$ cat src/rtl/mem_request_arbiter.sv
// Arbiter that shares one memory port between instruction fetch and data access.
// It also steers store lanes, extends loads, and reports misalignment and timeouts.
module mem_request_arbiter #(
    parameter int ADDR_W     = 32,
    parameter int TIMEOUT    = 16,
    parameter bit D_PRIORITY = 1'b1
) (
    input  logic              clk,
    input  logic              nRST,
    input  logic              imem_req,
    input  logic [ADDR_W-1:0] imem_addr,
    output logic [31:0]       imem_data,
    output logic              imem_done,
    input  logic              dmem_ren,
    input  logic              dmem_wen,
    input  logic [ADDR_W-1:0] dmem_addr,
    input  logic [31:0]       dmem_wdata,
    input  logic [1:0]        dmem_size,
    input  logic              dmem_unsigned,
    output logic [31:0]       dmem_rdata,
    output logic              dmem_done,
    output logic              err,
    output logic              stall,
    output logic              mem_ren,
    output logic              mem_wen,
    output logic [ADDR_W-1:0] mem_addr,
    output logic [31:0]       mem_wdata,
    output logic [3:0]        mem_ben,
    input  logic [31:0]       mem_rdata,
    input  logic              mem_ack
);

    localparam int CNT_W = (TIMEOUT > 1) ? $clog2(TIMEOUT) : 1;
    localparam logic [CNT_W-1:0] CNT_LAST = CNT_W'((TIMEOUT > 0) ? TIMEOUT - 1 : 0);

    typedef enum logic [1:0] {IDLE, IFETCH, DACCESS} state_t;

    state_t            state, next_state;
    logic [ADDR_W-1:0] addr_q;
    logic [1:0]        size_q;
    logic              unsigned_q;
    logic              write_q;
    logic [31:0]       wdata_q;
    logic [CNT_W-1:0]  cnt;
    logic [31:0]       imem_data_q;
    logic [31:0]       dmem_rdata_q;

    logic              data_req;
    logic              misaligned;
    logic              misalign_done;
    logic              active;
    logic              timeout;
    logic              complete;
    logic              start;
    logic [1:0]        off_q;
    logic [7:0]        byte_sel;
    logic [15:0]       half_sel;
    logic [31:0]       load_val;

    assign data_req = dmem_ren | dmem_wen;
    assign active   = (state != IDLE);
    assign off_q    = addr_q[1:0];

    always_comb begin
        case (dmem_size)
            2'b00:   misaligned = 1'b0;
            2'b01:   misaligned = dmem_addr[0];
            default: misaligned = (dmem_addr[1:0] != 2'b00);
        endcase
    end

    // Completions are suppressed while reset is held so an abandoned access never reports.
    assign misalign_done = nRST && (state == IDLE) && data_req && misaligned;
    assign timeout       = (TIMEOUT > 0) && active && !mem_ack && (cnt == CNT_LAST);
    assign complete      = nRST && active && (mem_ack || timeout);

    always_comb begin
        next_state = state;
        case (state)
            IDLE: begin
                if (data_req && misaligned)
                    next_state = IDLE;
                else if (data_req && (D_PRIORITY || !imem_req))
                    next_state = DACCESS;
                else if (imem_req)
                    next_state = IFETCH;
            end
            IFETCH, DACCESS: begin
                if (mem_ack || timeout)
                    next_state = IDLE;
            end
            default: next_state = IDLE;
        endcase
    end

    assign start = (state == IDLE) && (next_state != IDLE);

    always_ff @(posedge clk) begin
        if (!nRST) begin
            state        <= IDLE;
            cnt          <= '0;
            addr_q       <= '0;
            size_q       <= 2'b00;
            unsigned_q   <= 1'b0;
            write_q      <= 1'b0;
            wdata_q      <= 32'h0;
            imem_data_q  <= 32'h0;
            dmem_rdata_q <= 32'h0;
        end else begin
            state <= next_state;
            if (start) begin
                cnt <= '0;
                if (next_state == DACCESS) begin
                    addr_q     <= dmem_addr;
                    size_q     <= dmem_size;
                    unsigned_q <= dmem_unsigned;
                    write_q    <= dmem_wen;
                    wdata_q    <= dmem_wdata;
                end else begin
                    addr_q     <= imem_addr;
                    size_q     <= 2'b10;
                    unsigned_q <= 1'b0;
                    write_q    <= 1'b0;
                    wdata_q    <= 32'h0;
                end
            end else if (active && !mem_ack) begin
                cnt <= cnt + CNT_W'(1);
            end
            if (imem_done)
                imem_data_q <= imem_data;
            if (dmem_done)
                dmem_rdata_q <= dmem_rdata;
        end
    end

    assign mem_ren  = active && !write_q;
    assign mem_wen  = (state == DACCESS) && write_q;
    assign mem_addr = active ? {addr_q[ADDR_W-1:2], 2'b00} : '0;

    always_comb begin
        mem_ben = 4'b0000;
        if (state == IFETCH) begin
            mem_ben = 4'b1111;
        end else if (state == DACCESS) begin
            case (size_q)
                2'b00:   mem_ben = 4'b0001 << off_q;
                2'b01:   mem_ben = off_q[1] ? 4'b1100 : 4'b0011;
                default: mem_ben = 4'b1111;
            endcase
        end
    end

    always_comb begin
        mem_wdata = 32'h0;
        if (mem_wen) begin
            case (size_q)
                2'b00:   mem_wdata = {4{wdata_q[7:0]}};
                2'b01:   mem_wdata = {2{wdata_q[15:0]}};
                default: mem_wdata = wdata_q;
            endcase
        end
    end

    always_comb begin
        case (off_q)
            2'd0:    byte_sel = mem_rdata[7:0];
            2'd1:    byte_sel = mem_rdata[15:8];
            2'd2:    byte_sel = mem_rdata[23:16];
            default: byte_sel = mem_rdata[31:24];
        endcase
        half_sel = off_q[1] ? mem_rdata[31:16] : mem_rdata[15:0];
        case (size_q)
            2'b00:   load_val = unsigned_q ? {24'h0, byte_sel} : {{24{byte_sel[7]}}, byte_sel};
            2'b01:   load_val = unsigned_q ? {16'h0, half_sel} : {{16{half_sel[15]}}, half_sel};
            default: load_val = mem_rdata;
        endcase
    end

    assign imem_done = complete && (state == IFETCH);
    assign dmem_done = (complete && (state == DACCESS)) || misalign_done;
    assign err       = (complete && timeout) || misalign_done;

    // Aborted and misaligned completions return zero; stores return zero as well.
    assign imem_data  = imem_done ? (mem_ack ? mem_rdata : 32'h0) : imem_data_q;
    assign dmem_rdata = dmem_done ?
                        (((state == DACCESS) && mem_ack && !write_q) ? load_val : 32'h0) :
                        dmem_rdata_q;

    assign stall = ((state == IDLE) && (imem_req || data_req) && !misalign_done)
                || (active && !mem_ack && !timeout)
                || (imem_done && data_req)
                || (dmem_done && imem_req);

endmodule
$ cat config.mk
export PLATFORM = sky130hd
export DESIGN_NAME = mem_request_arbiter
export DESIGN_NICKNAME = d
export VERILOG_FILES = /design/src/rtl/mem_request_arbiter.sv
export SDC_FILE = /design/constraint.sdc
export NUM_CORES = 1
export LEC_CHECK = 0
export BUFFER_PORTS_ARGS = -buffer_cell sky130_fd_sc_hd__buf_2
export CAP_MARGIN = 20
export CELL_PAD_IN_SITES_DETAIL_PLACEMENT = 0
export CELL_PAD_IN_SITES_GLOBAL_PLACEMENT = 1
export CORE_AREA = 5 5 190 119
export DETAILED_ROUTE_END_ITERATION = 7
export DIE_AREA = 0 0 195 124
export GPL_TIMING_DRIVEN = 0
export PLACE_DENSITY_LB_ADDON = 0.1
export SLEW_MARGIN = 10
export SYNTH_ARGS = -nofsm -noshare
export SYNTH_HDL_FRONTEND = slang
export SYNTH_SLANG_ARGS = --single-unit
$ cat constraint.sdc
create_clock -name clk -period 2.7 [get_ports clk]
set_input_delay 0.27 -clock clk [delete_from_list [all_inputs] [get_ports clk]]
set_output_delay 0.27 -clock clk [all_outputs]
set_load 0.01 [all_outputs]
# ---- After elaboration in Yosys (flattened, before gate mapping)
# Index checks and enable logic that the tools add are counted.
dict set report op_classes {
  add_sub_neg 1
  n_eq_ne 8
  n_shift 1
  mux 27
  bitwise_logic 2
  reduce_logical 41
}
# op n
set op_table {}
lappend op_table {{2-to-1 mux 32 bit} 10}
lappend op_table {{case mux 32 bit (2 select lines)} 2}
lappend op_table {{case mux 8 bit (3 select lines)} 1}
lappend op_table {{logical AND 1 bit} 21}
lappend op_table {{2-to-1 mux 16 bit} 1}
lappend op_table {{2-to-1 mux 4 bit} 3}
lappend op_table {{2-to-1 mux 2 bit} 5}
lappend op_table {{== test 2 x 1 -> 1 bit, second input constant} 4}
lappend op_table {{logical NOT 2 bit} 4}
lappend op_table {{case mux 4 bit (2 select lines)} 1}
lappend op_table {{logical OR 1 bit} 7}
lappend op_table {{== test 2 bit, second input constant} 3}
lappend op_table {{nonzero test 2 bit} 3}
lappend op_table {{adder 4 x 1 -> 4 bit, second input constant} 1}
lappend op_table {{== test 4 bit, second input constant} 1}
lappend op_table {{logical NOT 1 bit} 4}
lappend op_table {{case mux 2 bit (2 select lines)} 1}
lappend op_table {{OR reduction 2 bit} 2}
lappend op_table {{<< shifter 1 x 2 -> 4 bit, first input constant} 1}
lappend op_table {{2-to-1 mux 1 bit} 2}
lappend op_table {{case mux 1 bit (2 select lines)} 1}
lappend op_table {{inverter 1 bit} 1}
lappend op_table {{OR 1 bit} 1}
dict set report totals {
  register_bits 138
  word_cells 89
}

# ---- Logic depth before layout (Yosys ltp)
# Gate-level depths: netlist of run 1.
dict set report logic_depth {
  depth_word 9
  mapped_depth 9
}

# ---- Worst setup path before layout of run 1
# No wires, ideal clock.
dict set report synth_timing {
  kind {register -> register}
  start {register state[0]}
  end {register size_q[0]}
  setup_ns 0.117
  arrival_time_ns 2.112
  t_required_ns 2.583
  slack_ns 0.471
  path_stages_with_launch 9
  synth_period_minus_slack_ns 2.229
  path_cell_list {dfxtp_1 -> inv_1 -> ha_1 -> and4b_1 -> or3_1 -> a41o_1 -> buf_2 -> buf_2 -> a22o_1}
}
dict set report synth_between {
  elab_chain_cells 8
}
# item line_no
set synth_lines {}
lappend synth_lines {{start: declaration} 38} ;# state_t state, next_state;
lappend synth_lines {{start signal: assignment} 110} ;# state <= next_state;
lappend synth_lines {{nonzero test 2 bit} 61} ;# assign active = (state != IDLE);
lappend synth_lines {{logical AND 1 bit (2 in series)} 74} ;# assign timeout = (TIMEOUT > 0) && active && !mem_ack && (cnt == CNT_LAST);
lappend synth_lines {{logical OR 1 bit} 89} ;# if (mem_ack || timeout)
lappend synth_lines {{2-to-1 mux 2 bit} 89}
lappend synth_lines {{case mux 2 bit (2 select lines)} 79} ;# case (state)
lappend synth_lines {{== test 2 bit or nonzero test 2 bit (tied branches)} {113, 96}}
lappend synth_lines {{2-to-1 mux 2 bit or logical AND 1 bit (tied branches)} {113, 96}}
lappend synth_lines {{end signal: assignment} 115} ;# size_q <= dmem_size;
lappend synth_lines {{end: declaration} 40} ;# logic [1:0] size_q;
# Parallel ways exist; a longest one is shown, timed or not.
# A chain may end at the register's enable or synchronous reset.

# ---- Final worst setup path of run 1
dict set report layout_timing {
  start {register cnt[0]}
  end {output dmem_rdata[4]}
}
dict set report layout_between {
  elab_chain_cells 7
}
# item line_no
set layout_lines {}
lappend layout_lines {{start: declaration} 44} ;# logic [CNT_W-1:0] cnt;
lappend layout_lines {{start signal: assignment} 127} ;# cnt <= cnt + CNT_W'(1);
lappend layout_lines {{== test 4 bit} 74}
lappend layout_lines {{logical AND 1 bit} 74}
lappend layout_lines {{logical OR 1 bit} 75} ;# assign complete = nRST && active && (mem_ack || timeout);
lappend layout_lines {{logical AND 1 bit} 75}
lappend layout_lines {{logical AND 1 bit} 180} ;# assign dmem_done = (complete && (state == DACCESS)) || misalign_done;
lappend layout_lines {{logical OR 1 bit} 180}
lappend layout_lines {{2-to-1 mux 32 bit} 185} ;# assign dmem_rdata = dmem_done ?
lappend layout_lines {{end: declaration} 20} ;# output logic [31:0] dmem_rdata,
# No other way between the ends.

==> results of run 1 <==
==> cell usage in the layout, fill, tap and decap left out, types with 4 or more instances in the layout <==
master     count
nor2b_1       39
o2bb2ai_1     41
a21boi_1       4
bufinv_16      4
a22o_1        35
buf_2        281
clkbuf_1      33
buf_6          5
nor2_1        51
dfxtp_1      136
nand2_1      102
nand3_1       33
nor4bb_1       7
a311oi_4       4
a21boi_0      29
inv_1          7
o22ai_1       11
a21o_1        15
a221o_1       32
clkbuf_2      18
o21ai_0       23
clkbuf_16     17
mux2i_1       24
a21oi_1       29
nand2b_1       5
buf_4          8
o221a_2        7
and3b_1        8
and3_1        42
==> report_power, final <==
group	internal [mW]	total [mW]	switching (mW)	leakage (nW)
Sequential	2.14	2.22	0.0747	1.12
Combinational	0.420	1.04	0.622	3.29
Clock	1.59	2.54	0.948	0.303
==> final timing paths <==
kind	depth (start not counted)	start	slack, ns	endpoint
setup / recovery	7	cnt[0]	0.08	dmem_rdata[4]
hold / removal	2	dmem_wdata[2]	0.04	wdata_q[2]
setup reg to reg	8	state[1]	0.16	wdata_q[31]
hold reg to reg	1	dmem_rdata_q[13]	0.46	dmem_rdata_q[13]
==> per-stage QoR <==
| step | hold WS (ns) | total power [mW] | setup TNS (ns) | cell area, µm² |
|---|---|---|---|---|
| 6_report | 0.0373 | 5.80 | 0 | 9690 |
| 5_1_grt | 0.0199 | 6.02 | -0.00935 | 9690 |
| 2_1_floorplan | 0.396 | 2.80 | 0 | 7070 |
| 3_5_place_dp | 0.443 | 3.20 | -8.14 | 8770 |
| 3_3_place_gp | 0.434 | 3.20 | -8.90 | 8770 |
| 4_1_cts | 0.0229 | 5.77 | 0 | 9550 |
==> registers in the layout, indices dropped and copies added (netlist names) <==
register	cells
addr_q	32
wdata_q	32
imem_data_q	32
size_q	2
cnt	4
state	2
unsigned_q	1
dmem_rdata_q	32
write_q	1
==> layer usage <==
metal	global-route usage [%]	vias to the layer above
met5	0	-
met4	5.10	2
met3	6.46	22
met2	30.5	258
met1	35.4	3535
li1	-	3624
==> cell usage after synthesis (all sizes together) (2+ instances only) <==
library cell  number
dfxtp            138
nand2            103
clkbuf            61
nor2              52
and3              42
o2bb2ai           41
nor2b             39
a22o              35
a21boi            33
nand3             33
a221o             32
a21oi             29
mux2i             24
o21ai             24
buf               17
a21o              15
o22ai             11
inv               10
and3b              9
a311oi             8
nand2b             7
nor4bb             7
o221a              7
ha                 5
a31oi              3
a41oi              3
nand3b             3
nand4              3
o21bai             3
or2                3
or3                3
nand4b             2
o311a              2
or3b               2
xor2               2
==> logic make-up (layout without fill, tap and decap cells) <==
family          count (synthesis)  in the layout  share of synthesized area, %
simple gates                  311            311                          22.4
compound gates                253            253                          28.1
flops                         138            138                          39.1
buf+inv                        89            392                          5.35
mux                            25             25                          3.72
fa+ha+maj                       5              5                         0.885
xor+xnor                        3              3                         0.372
other cells                     1              5                        0.0531
==> final cells by class <==
type / instances / area share, %
clock buffers: 21 / 4.75
inverters: 11 / 0.465
plain buffers: 73 / 3.95
diodes: 3 / 0.0774
repair buffers: 276 / 14.6
clock inverters: 11 / 1.73
flip-flops and latches: 138 / 28.5
multi-input cells: 599 / 42.3
well taps: 279 / 3.60
==> timing repair <==
action / CTS / global route
pin swaps: 1 / 1
endpoints found under the setup margin: 98 / 132
gates cloned: 0 / 0
resized for setup: 43 / 41
buffers inserted: 3 / 2
==> results.toml, run 1 <==
[cells_and_area]
drive_gt1_share_pct = 33.9
area_growth_pct = 37.2
final_util_pct = 47.0
nets = 1258
fillCellCount = 2103
regArea_um2 = 2770
multi_input_area_um2 = 4100
layout.cells.non_filler = 1411

[detailed_routing]
met3_length_um = 2160
drt-met1-wl_um = 14900
drc = 0
final_antenna_net_count = 0
via_count = 7441
wire_per_inst_um = 20.3
met2_length_um = 11200
top_layer = "met5"
avgViaCountPerCell = 5.27
drt_iter0_drc = 541
wl_um = 28600
drt-pass1-iter-count = 4

[placed_design]
placed_cells = 1376
pre_cts_slack_ns = -0.401
gp_congestion = 0.861
numPortBuffers = 271
dpl.hpwl_um = 22000

[global_routing]
grt_max_degree = 17
antenna_found_initial = 2
grt_pass1_wl_um = 42200
grt_overflow_total = 0
grt_usage_pct = 22.7
first_global_vias = 7026

[logic_synthesis]
syn_avg_cell_area_um2 = 8.56
synth_top_area_share_pct = 39.1
synth_seq_area_share_pct = 39.1
synthTopCellsByArea = "dfxtp_1, nand2_1, o2bb2ai_1"
synth_cell_types = 56
synth_edf_count = 0
syn_inst = 825
ys_ff_latch = 138
yosys.area.top_type = "dfxtp_1"
synth_flop_cell = "dfxtp_1"
synth_warnings = 0
async_flop_share_pct = 0
netlist_area_um2 = 7070

[clock_network]
clkTransAtPathRegs_ns = 0.07
cts_tree = "done"
hold_buffers = 0
cts_sinks = 138
worstSkewPairLatency_ns = 0.44
numCtsBuffers = 17
cts.path.max_buffers = 2
cts_max_level = 4
cts_root_buf = "clkbuf_16"

[die]
dieArea_um2 = 24200
boundaryPins = 275
coreArea_um2 = 20600
fp.dieW_um = 195
fp-row-count = 41
initial_core_util_pct = 34.3
die_y_um = 124

[setup_path]
cpMaxStageDelayCell = "dfxtp_1"
worstPathRequired_ns = 2.43
worst-setup-path-type = "reg -> out"
worstSetupEndpointType = "output port"
cpPeakStageDelay_ns = 0.38
path_cells = "ha_2 > a31oi_1 > or3_1 > and2_4 > clkbuf_2 > o2bb2ai_1 > buf_2"
crit_arrival_ns = 2.35
critPathLaunchType = "flip-flop"
cp_max_fo = 10
crit_buf_inv = 2
critPathTopFamily = "simple AND/OR/NAND/NOR gates"

[timing]
clock_skew_ns = 0.0113
fin_ws_ns = 0.0770
fmax_mhz = 381
rsz0062_at_grt = "yes"
setup-violations-final = 0
drv_slew = 0
max_slew_margin_pct = 58.6
timing_hold_violations_final = 0
min_period_over_period_pct = 97.1
period_minus_slack_ns = 2.62
max_slew.worst_pin.slew_ns = 0.621

[pwr]
p_leak_nw = 4.71
max-vdd-ir-drop_mv = 0.486
power_density_nw_per_um2 = 598

[min_path]
hold_class = "in -> reg"

[run_status]
status = "completed"

[job]
cap_violations = 0
(Power assumes the default switching activity.)
==> run 2, diff against run 1 <==
ABC_AREA = 1   (was default)
CORE_AREA = 5 5 202 126   (was 5 5 190 119)
DIE_AREA = 0 0 207 131   (was 0 0 195 124)
==> results.toml, run 2 <==
[min_path]
holdPathStages = 3
hold_class = "in -> reg"

[timing]
setup-violations-final = 0
drv_slew = 0
period_minus_slack_ns = 2.59
min_period_over_period_pct = 96.1
timing_hold_violations_final = 0
max_slew.worst_pin.slew_ns = 0.710
hold_ws_ns = 0.0770
max_slew_margin_pct = 52.7
fmax_mhz = 385
rsz0062_at_grt = "yes"
clock_skew_ns = 0.0105

[setup_path]
worstPathRequired_ns = 2.43
critPathTopFamily = "buffers and inverters"
cp.depth = 10
cpMaxStageDelayCell = "dfxtp_4"
cp_max_fo = 10
crit_arrival_ns = 2.32
cp_common_cell = "buf_2"
worst-setup-path-type = "reg -> out"
worstSetupEndpointType = "output port"
cpPeakStageDelay_ns = 0.38
critPathLaunchType = "flip-flop"
reg2regPathDepth = 11
path_cells = "inv_1 > ha_4 > buf_6 > nor2_4 > nand3_4 > inv_6 > buf_2 > nand3_1 > nand2_1 > buf_2"
crit_buf_inv = 5

[run_status]
status = "completed"

[logic_synthesis]
syn_inst = 1220
async_flop_share_pct = 0
synth_common_cells = "nand2_1, nand3_1, inv_1"
syn_avg_cell_area_um2 = 6.18
synth_edf_count = 0
yosys.area.top_type = "dfxtp_1"
ys_ff_latch = 138
synth_warnings = 0
synth_top_area_share_pct = 36.6
synthTopCellsByArea = "dfxtp_1, nand2_1, nand3_1"
synth_seq_area_share_pct = 36.6
netlist_area_um2 = 7540
synth.most_common_cell = "nand2_1"
synth_flop_cell = "dfxtp_1"
synth_cell_types = 31

[placed_design]
gp_congestion = 0.908
dpl.hpwl_um = 25000
placed_cells = 1813
numPortBuffers = 270

[clock_network]
numCtsBuffers = 17
clkTransAtPathRegs_ns = 0.06
cts_max_level = 4
cts_tree = "done"
cts_root_buf = "clkbuf_16"
hold_buffers = 0
cts_sinks = 138
worstSkewPairLatency_ns = 0.43
cts.path.max_buffers = 2

[die]
initial_core_util_pct = 32.0
boundaryPins = 275
dieArea_um2 = 27100
fp-row-count = 44
die_y_um = 131
coreArea_um2 = 23600
fp.dieW_um = 207

[cells_and_area]
layout.cells.non_filler = 1852
drive_gt1_share_pct = 25.8
final_cell_mix = "nand2_1, buf_2, nand3_1, inv_1, nor2_1"
nets = 1660
antenna_cells = 0
mostFrequentLayoutCell = "nand2_1"
area_growth_pct = 34.1

[detailed_routing]
final_antenna_net_count = 0
drt-pass1-iter-count = 5
drt_iter0_drc = 643
wire_per_inst_um = 16.9
drc = 0
wl_um = 31300
avgViaCountPerCell = 4.78
via_count = 8853

[pwr]
max-vdd-ir-drop_mv = 0.485
power_density_nw_per_um2 = 591
p_leak_nw = 5.47

[global_routing]
grt_pass1_wl_um = 47600
first_global_vias = 8277
grt_overflow_total = 0
grt_max_degree = 17
antenna_found_initial = 1
grt_usage_pct = 22.6

[job]
cap_violations = 0
[run 2: cell count changes in the layout (fill, tap and decap cells not counted), moves of 24 or more]
cell / previous run / this run
nor2b_1: 39 / 0
a22o_1: 35 / 0
nand4_1: 3 / 50
a21boi_0: 29 / 0
a21oi_1: 29 / 73
o2bb2ai_1: 41 / 0
nand2_1: 102 / 327
and3_1: 42 / 0
mux2i_1: 24 / 0
nor2_1: 51 / 139
nand3_1: 33 / 162
a221o_1: 32 / 0
inv_1: 7 / 156
[run 2: cell families after synthesis]
family | synth area share (%)
AND/OR/NAND/NOR | 41.1
buffers and inverters | 12.6
flip-flops | 36.6
AO/OA/AOI/OAI | 8.46
adder cells (fa/ha/maj) | 0.829
XOR/XNOR | 0.348
other | 0.0497
[run 2: what timing repair did]
item | 4_1_cts | 5_1_grt
resized for setup | 27 | 40
setup endpoints to repair | 70 | 75
cloned | 0 | 1
buffers inserted | 3 | 5
pin swaps | 2 | 8
[run 2: worst paths after layout]
kind	start	end	slack [ns]
worst max-delay path	state[1]	imem_data[5]	0.11
worst min-delay path	dmem_wdata[21]	wdata_q[21]	0.08
worst max register to register	state[1]	wdata_q[24]	0.43
worst min register to register	addr_q[28]	addr_q[28]	0.47
[run 2: worst min-delay path, delay by kind of cell]
kind	cells	cell delay (ns)
AND/OR/NAND/NOR	2	0.13
buffers and inverters	1	0.07
[run 2: power by group]
group | switching, mW | internal (mW) | leakage (nW)
registers | 0.0911 | 2.17 | 1.12
clock network | 0.948 | 1.38 | 0.272
logic | 0.926 | 0.468 | 4.07
[run 2: through the flow]
step                      util [%]  power (mW)  setup slack [ns]  TNS, ns  cell area, µm²
final                         42.9        5.98             0.105        0           10100
after global routing          42.9        6.30           -0.0671   -0.121           10100
after CTS                     42.3        5.97           0.00736        0            9970
after detailed placement      39.5        3.61           -0.0988    -1.59            9300
after global placement        39.5        3.61           -0.0931    -1.57            9300
after floorplan                  -        3.10             0.626        0            7550
[run 2: final cells by class]
cell class | instances | area [µm²]
buffer | 77 | 380
clock buffer | 20 | 447
clock inverter | 11 | 124
fill | 2687 | 13400
inverter | 163 | 622
multi-input combinational | 842 | 3940
sequential | 138 | 2770
tap | 322 | 403
timing repair buffer | 279 | 1430
[run 2: layer usage]
metal | wire length, µm | vias to the layer above | global-route usage (%)
li1 | - | 4466 | -
met1 | 16200 | 4051 | 34.4
met2 | 12100 | 311 | 31.0
met3 | 2760 | 25 | 7.23
met4 | 317 | 0 | 4.16
met5 | 0 | - | 0
==> run 3, diff against run 2 <==
RECOVER_POWER = 50   (was default)
==> results.toml, run 3 (synthesis results as in run 2) <==
[run_status]
status = "completed"

[global_routing]
grt_pass1_wl_um = 47600
grt_usage_pct = 22.6
grt_overflow_total = 0
grt_max_degree = 17
first_global_vias = 8277
antenna_found_initial = 1

[detailed_routing]
drt-pass1-iter-count = 7
drc = 0
wire_per_inst_um = 17.0
drt_iter0_drc = 665
wl_um = 31500
avgViaCountPerCell = 4.79
via_count = 8876
final_antenna_net_count = 0

[cells_and_area]
final_cell_mix = "nand2_1, buf_2, nand3_1, inv_1, nor2_1"
nets = 1660
drive_gt1_share_pct = 22.9
mostFrequentLayoutCell = "nand2_1"
antenna_cells = 0
final_util_pct = 42.6
area_growth_pct = 33.1

[setup_path]
crit_arrival_ns = 2.35
path_cells = "buf_2 > nor2_4 > inv_1 > clkbuf_4 > a21oi_1 > a21oi_1 > nand2_1 > nand2_1 > nand2_1 > buf_2"
cp_common_cell = "nand2_1"
worstSetupEndpointType = "output port"
cpMaxStageDelayCell = "dfxtp_1"
cpPeakStageDelay_ns = 0.34
worstPathRequired_ns = 2.43
reg2regPathDepth = 13
cp_max_fo = 10
critPathLaunchType = "flip-flop"
worst-setup-path-type = "reg -> out"

[pwr]
power_density_nw_per_um2 = 594
p_leak_nw = 5.29
max-vdd-ir-drop_mv = 0.487
p_total_mw = 5.97

[timing]
max_slew_margin_pct = 51.6
period_minus_slack_ns = 2.62
drv_slew = 0
timing_hold_violations_final = 0
clock_skew_ns = 0.0188
fmax_mhz = 382
min_period_over_period_pct = 97.0
max_slew.worst_pin.slew_ns = 0.726
rsz0062_at_grt = "yes"
fin_tns_setup_ns = 0
setup-violations-final = 0

[min_path]
hold_class = "in -> reg"
holdPathStages = 3

[die]
coreArea_um2 = 23600
fp.dieW_um = 207
boundaryPins = 275
dieArea_um2 = 27100
initial_core_util_pct = 32.0
fp-row-count = 44
die_y_um = 131

[placed_design]
gp_congestion = 0.908
dpl.hpwl_um = 25000
numPortBuffers = 270

[clock_network]
cts.path.max_buffers = 2
hold_buffers = 0
cts_tree = "done"
numCtsBuffers = 17
cts_sinks = 138
worstSkewPairLatency_ns = 0.44
cts_max_level = 4
cts_root_buf = "clkbuf_16"
clkTransAtPathRegs_ns = 0.06

[job]
cap_violations = 0
-- run 3: cell count changes in the layout (fill, tap and decap cells not counted), sizes merged --
cell	before	now
buf	317	275
clkbuf	59	101
-- run 3: critical path, delay by kind of cell (launching register included) --
family | cells | cell delay, ns
AND/OR/NAND/NOR | 4 | 0.38
flip-flops | 1 | 0.34
AO/OA/AOI/OAI | 2 | 0.18
buffers and inverters | 4 | 1.01
-- run 3: area by class of cell --
cell class | instances | area (µm²)
multi-input combinational | 842 | 3910
tap | 322 | 403
timing repair buffer | 279 | 1380
sequential | 138 | 2770
fill | 2708 | 13500
clock inverter | 11 | 124
inverter | 163 | 622
buffer | 77 | 377
clock buffer | 20 | 447
-- run 3: timing repair --
action                                  CTS  global route
endpoints found under the setup margin   70            75
resized for setup                        27            40
pin swaps                                 2             8
buffers inserted                          3             5
gates cloned                              0             1
-- run 3: per-stage QoR --
stage	worst slack (ns)	area (µm²)	hold WS (ns)	instances
after global placement	-0.0931	9300	0.456	1813
after floorplan	0.626	7550	0.411	1221
after global routing	-0.0671	10000	0.0698	1852
after CTS	0.00736	9970	0.0610	1847
after detailed placement	-0.0988	9300	0.460	1813
final	0.0820	10000	0.0739	1852
-- run 3: layer usage --
layer  global-route usage [%]  wire (µm)  vias up
met5                        0          0        -
met4                     4.16        250        0
met3                     7.23       2930       24
met2                     31.0      12100      328
met1                     34.4      16100     4056
li1                         -          -     4468
-- run 3: report_power, final --
group / internal, mW / switching [mW] / leakage (nW)
Clock: 1.38 / 0.949 / 0.272
Sequential: 2.17 / 0.0909 / 1.12
Combinational: 0.455 / 0.925 / 3.90
-- run 3: worst paths after layout --
kind	from	endpoint	slack, ns
max	size_q[1]	dmem_rdata[0]	0.08
min	dmem_wdata[21]	wdata_q[21]	0.07
max reg2reg	state[1]	wdata_q[23]	0.27
min reg2reg	wdata_q[16]	wdata_q[16]	0.47
